File: src/rtl/fifo_serial_tx.sv
// Pops bytes from the 32x8 FIFO and sends them as 8N1 serial frames.
// tx is registered; strobes are decoded from registered state only.
module fifo_serial_tx #(
    parameter int unsigned CLKS_PER_BIT = 16
) (
    input  logic       clk,
    input  logic       rst,
    input  logic       enable,
    input  logic       fifo_empty,
    input  logic [7:0] fifo_data,
    output logic       fifo_rd_en,
    output logic       tx,
    output logic       busy,
    output logic       byte_done
);

    localparam int unsigned CW = (CLKS_PER_BIT > 1) ? $clog2(CLKS_PER_BIT) : 1;
    localparam logic [CW-1:0] LAST = CW'(CLKS_PER_BIT - 1);

    typedef enum logic [2:0] {
        S_IDLE,
        S_REQ,
        S_WAIT,
        S_START,
        S_DATA,
        S_STOP
    } state_t;

    state_t        state_q, state_d;
    logic [CW-1:0] cnt_q, cnt_d;
    logic [2:0]    bit_q, bit_d;
    logic [7:0]    shift_q, shift_d;
    logic          tx_q, tx_d;
    logic          bit_end;

    assign bit_end = (cnt_q == LAST);

    always_comb begin
        state_d = state_q;
        cnt_d   = cnt_q;
        bit_d   = bit_q;
        shift_d = shift_q;
        tx_d    = tx_q;
        unique case (state_q)
            S_IDLE: begin
                tx_d = 1'b1;
                if (enable && !fifo_empty) begin
                    state_d = S_REQ;
                    cnt_d   = '0;
                end
            end
            S_REQ: begin
                cnt_d   = '0;
                state_d = fifo_empty ? S_IDLE : S_WAIT;
            end
            S_WAIT: begin
                shift_d = fifo_data;
                state_d = S_START;
                cnt_d   = '0;
                tx_d    = 1'b0;
            end
            S_START: begin
                if (bit_end) begin
                    state_d = S_DATA;
                    cnt_d   = '0;
                    bit_d   = '0;
                    tx_d    = shift_q[0];
                end else begin
                    cnt_d = cnt_q + 1'b1;
                end
            end
            S_DATA: begin
                if (bit_end) begin
                    cnt_d   = '0;
                    shift_d = shift_q >> 1;
                    if (bit_q == 3'd7) begin
                        state_d = S_STOP;
                        tx_d    = 1'b1;
                    end else begin
                        bit_d = bit_q + 1'b1;
                        // next bit is the one that moves into shift[0]
                        tx_d  = shift_q[1];
                    end
                end else begin
                    cnt_d = cnt_q + 1'b1;
                end
            end
            S_STOP: begin
                if (bit_end) begin
                    state_d = S_IDLE;
                    cnt_d   = '0;
                end else begin
                    cnt_d = cnt_q + 1'b1;
                end
            end
            default: begin
                state_d = S_IDLE;
                cnt_d   = '0;
                tx_d    = 1'b1;
            end
        endcase
    end

    always_ff @(posedge clk) begin
        if (rst) begin
            state_q <= S_IDLE;
            cnt_q   <= '0;
            bit_q   <= '0;
            shift_q <= '0;
            tx_q    <= 1'b1;
        end else begin
            state_q <= state_d;
            cnt_q   <= cnt_d;
            bit_q   <= bit_d;
            shift_q <= shift_d;
            tx_q    <= tx_d;
        end
    end

    assign tx         = tx_q;
    assign busy       = (state_q != S_IDLE);
    assign fifo_rd_en = (state_q == S_REQ) && !fifo_empty;
    assign byte_done  = (state_q == S_STOP) && bit_end;

endmodule

File: config.mk
export PLATFORM = sky130hd
export DESIGN_NAME = fifo_serial_tx
export DESIGN_NICKNAME = d
export VERILOG_FILES = /design/src/rtl/fifo_serial_tx.sv
export SDC_FILE = /design/constraint.sdc
export NUM_CORES = 1
export LEC_CHECK = 0
export CORE_MARGIN = 3
export CORE_UTILIZATION = 52
export DETAILED_ROUTE_END_ITERATION = 6
export PLACE_DENSITY_LB_ADDON = 0.12
export SLEW_MARGIN = 15
export SYNTH_ARGS = -nofsm -noshare
export SYNTH_HDL_FRONTEND = slang
export SYNTH_SLANG_ARGS = --single-unit
File: constraint.sdc
create_clock -name clk -period 3.25 [get_ports clk]
set_input_delay 0.65 -clock clk [delete_from_list [all_inputs] [get_ports clk]]
set_output_delay 0.65 -clock clk [all_outputs]
set_load 0.02 [all_outputs]
==> out/metrics.csv <==
stage,metric,value,unit
sta,Relative slew margins,56.3,%
placed_design,RePlAce Congestion,0.739,
power_and_ir_drop,NetSw,107,µW
power_and_ir_drop,sw frac,25.1,%
yosys,synthesized area,1020,µm²
sta,slew at the pin with the worst max-slew slack,656,ps
global_route,largest net degree at the start of global routing,19,
cells_and_area,Multi-input gate area,587,µm²
cts,hold_buf cts,0,
critical_path,Worst path top cell family by delay,buffers and inverters,
detailed_routing,router iterations before antenna repair,4,
cts,CTS Buf Count,3,
cts,CTS H-tree depth,1,
placed_design,port bufs,15,
detailed_routing,total wire length,2.01,mm
critical_path,crit path max fanout,8,
yosys,Yosys Warn Count,0,
critical_path,worst-path cell chain,"ha_1, and3_1, nand2_1, nor2_1, clkdlybuf4s50_1",
cells_and_area,sequential cell area,380,µm²
cts,root buffer cell,clkbuf_4,
floorplan,I/O pin count,16,
sta,setup TNS,0,ps
yosys,Post-synth EDFFs,0,
cells_and_area,final instance area,1190,µm²
critical_path,required time worst endpoint,2600,ps
critical_path,worst setup path category,register to primary output,
cells_and_area,Diodes inserted,0,
yosys,post-synth top area cell,dfxtp_1,
cells_and_area,layout cells sized above 1,9.63,%
global_route,vias in the first global route,827,
floorplan,Die Wd,50.4,µm
cells_and_area,"commonest non-fill, non-tap cell in the layout",nor2_1,
cts,Post-CTS Setup Bufs,0,
critical_path,CP Data Arrival Time,2140,ps
sta,period utilization,85.7,%
cells_and_area,synthesis-to-layout area growth,16.6,%
floorplan,Row Count,15,
cells_and_area,final net count,151,
placed_design,Post-DP Area,1170,µm²
power_and_ir_drop,Pwr Total,427,µW
floorplan,DIE AREA,2540,µm²
hold_path,type of the worst min-delay path,register to register,
power_and_ir_drop,Sequential Power Share,58.3,%
power_and_ir_drop,VDD IR max,240,µV
detailed_routing,detailed-route DRC error count,0,
cts,Clock transition at path regs,110,ps
sta,final setup violation count,0,
placed_design,HPWL Detailed,1.46,mm
global_route,initial antenna violation count,0,
yosys,top post-synthesis cells by area,"dfxtp_1 (37%), nor2_1 (7.7%), a21oi_1 (4.9%)",
job,max_cap viols,0,
sta,RSZ-0062 raised after global routing,false,
cts,CTS Buffer Depth,2,
floorplan,DIE HEIGHT,50.4,µm
cts,# resized after CTS,0,
yosys,Synth top area share,37.2,%
yosys,register area share after synthesis,37.2,%
global_route,GR Util All Layers,18.2,%
power_and_ir_drop,P_leak,0.000458,µW
cts,TritonCTS Sinks,19,
critical_path,CP startpoint kind,register,
global_route,total grt overflow,0,
sta,Slew Limit Fails,0,
yosys,Syn Inst Count,124,
detailed_routing,Vias/cell,5.68,
power_and_ir_drop,clock share of power,27.3,%
sta,"Hold Vio Cnt, Final",0,
sta,"Min Clock Period, post-route",2790,ps
detailed_routing,DRT antenna net count,0,
critical_path,Crit-path slowest cell,clkdlybuf4s50_1,
detailed_routing,initial DRC count,15,
power_and_ir_drop,combinational share of power,14.4,%
floorplan,core area,1780,µm²
yosys,Synth Register Bits,19,
cells_and_area,"commonest cells after routing, fill and taps aside","nor2_1 (21), dfxtp_1 (19), clkdlybuf4s50_1 (15)",
critical_path,crit path buf inv count,1,
cts,Worst-Skew Late Latency,290,ps
critical_path,endpoint class of the critical path,primary output,
yosys,Synth Flop Type,dfxtp_1,
outcome,run status,completed,
cells_and_area,fillers,160,
floorplan,Initial Utilization,57.4,%
power_and_ir_drop,Pint,320,µW
global_route,first-pass GRT wire length,3.54,mm
detailed_routing,via count,908,
cts,CTS tree,done,
yosys,post-synth net total,139,
critical_path,max incr delay on CP,610,ps
sta,FMAX,359,MHz
sta,Worst Skew,11.4,ps
yosys,Avg Inst Size Synth,8.25,µm²
detailed_routing,drt wl/cell,12.5,µm
power_and_ir_drop,pwr dens,358,nW/µm²
yosys,post-synthesis cell type count,36,
yosys,ys async rst share,0,%
## flip-flops by register name, summed over array words and instances, names as in the netlist
register  flops
shift_q       8
tx            1
bit_q         3
cnt_q         4
state_q       3
## power by group through the flow
stage | clock network [µW] | registers, µW | logic, µW
6_report | 116 | 249 | 61.5
5_1_grt | 134 | 251 | 67.5
4_1_cts | 120 | 249 | 62.0
3_5_place_dp | 0 | 254 | 61.8
3_3_place_gp | 0 | 254 | 60.9
2_1_floorplan | 0 | 251 | 38.7
## cells in the mapped netlist (all sizes together) (2+ instances only)
cell and instances:
a211oi 2, a21boi 2, a21oi 10, a22oi 3, a31o 7, buf 7, clkbuf 2, dfxtp 19
ha 3, inv 2, nand2 7, nand2b 4, nand3 4, nand3b 3, nor2 21, nor3 3
nor4 8, o21ai 4
## path summary, 6_finish.rpt
path	start	to	slack, ps	cells after the start
worst min register to register	shift_q[7]$_SDFFE_PP0P_	shift_q[7]$_SDFFE_PP0P_	470	2
worst max-delay path	cnt_q[0]$_SDFFE_PP0P_	byte_done	460	5
worst min-delay path	shift_q[7]$_SDFFE_PP0P_	shift_q[7]$_SDFFE_PP0P_	470	2
worst max register to register	cnt_q[0]$_SDFFE_PP0P_	shift_q[4]$_SDFFE_PP0P_	1320	5
## stage by stage
step	instances	util [%]	hold slack [ps]	worst slack, ps
5_1_grt	160	66.9	509	231
3_3_place_gp	156	65.5	447	700
4_1_cts	160	66.9	472	461
6_report	160	66.9	469	464
3_5_place_dp	156	65.5	459	675
2_1_floorplan	124	-	437	1320
## final cells by class
| cell class | count | share of cell area (%) |
|---|---|---|
| clock buffer | 4 | 2.20 |
| tap | 25 | 2.62 |
| inverter | 3 | 0.943 |
| multi-input combinational | 93 | 49.2 |
| sequential | 19 | 31.9 |
| timing repair buffer | 16 | 13.2 |
## worst register-to-register path, stage by stage, from the launching register on
cell and delay (ps):
dfxtp_1 360, ha_1 240, and3_1 290, a22oi_2 570, nor4_1 140, a31o_2 240
## routing by layer
layer,global-route usage (%),share of wire (%),routed length [µm],up-vias
li1,-,-,-,471
met1,22.2,46,929,421
met2,30.0,49,985,12
met3,3.86,2.9,59,4
met4,9.42,1.5,31,0
met5,0,0,0,-
## kinds of logic (layout without fill, tap and decap cells)
logic type / count (synthesis) / in the layout / synth area share (%)
buffers and inverters: 12 / 23 / 5.50
DFF: 19 / 19 / 37.2
adders and majority gates: 3 / 3 / 3.67
muxes: 1 / 1 / 0.978
AOI/OAI and AO/OA: 32 / 32 / 23.3
and+or+nand+nor: 57 / 57 / 29.3
Power figures use the tool's default switching activity.
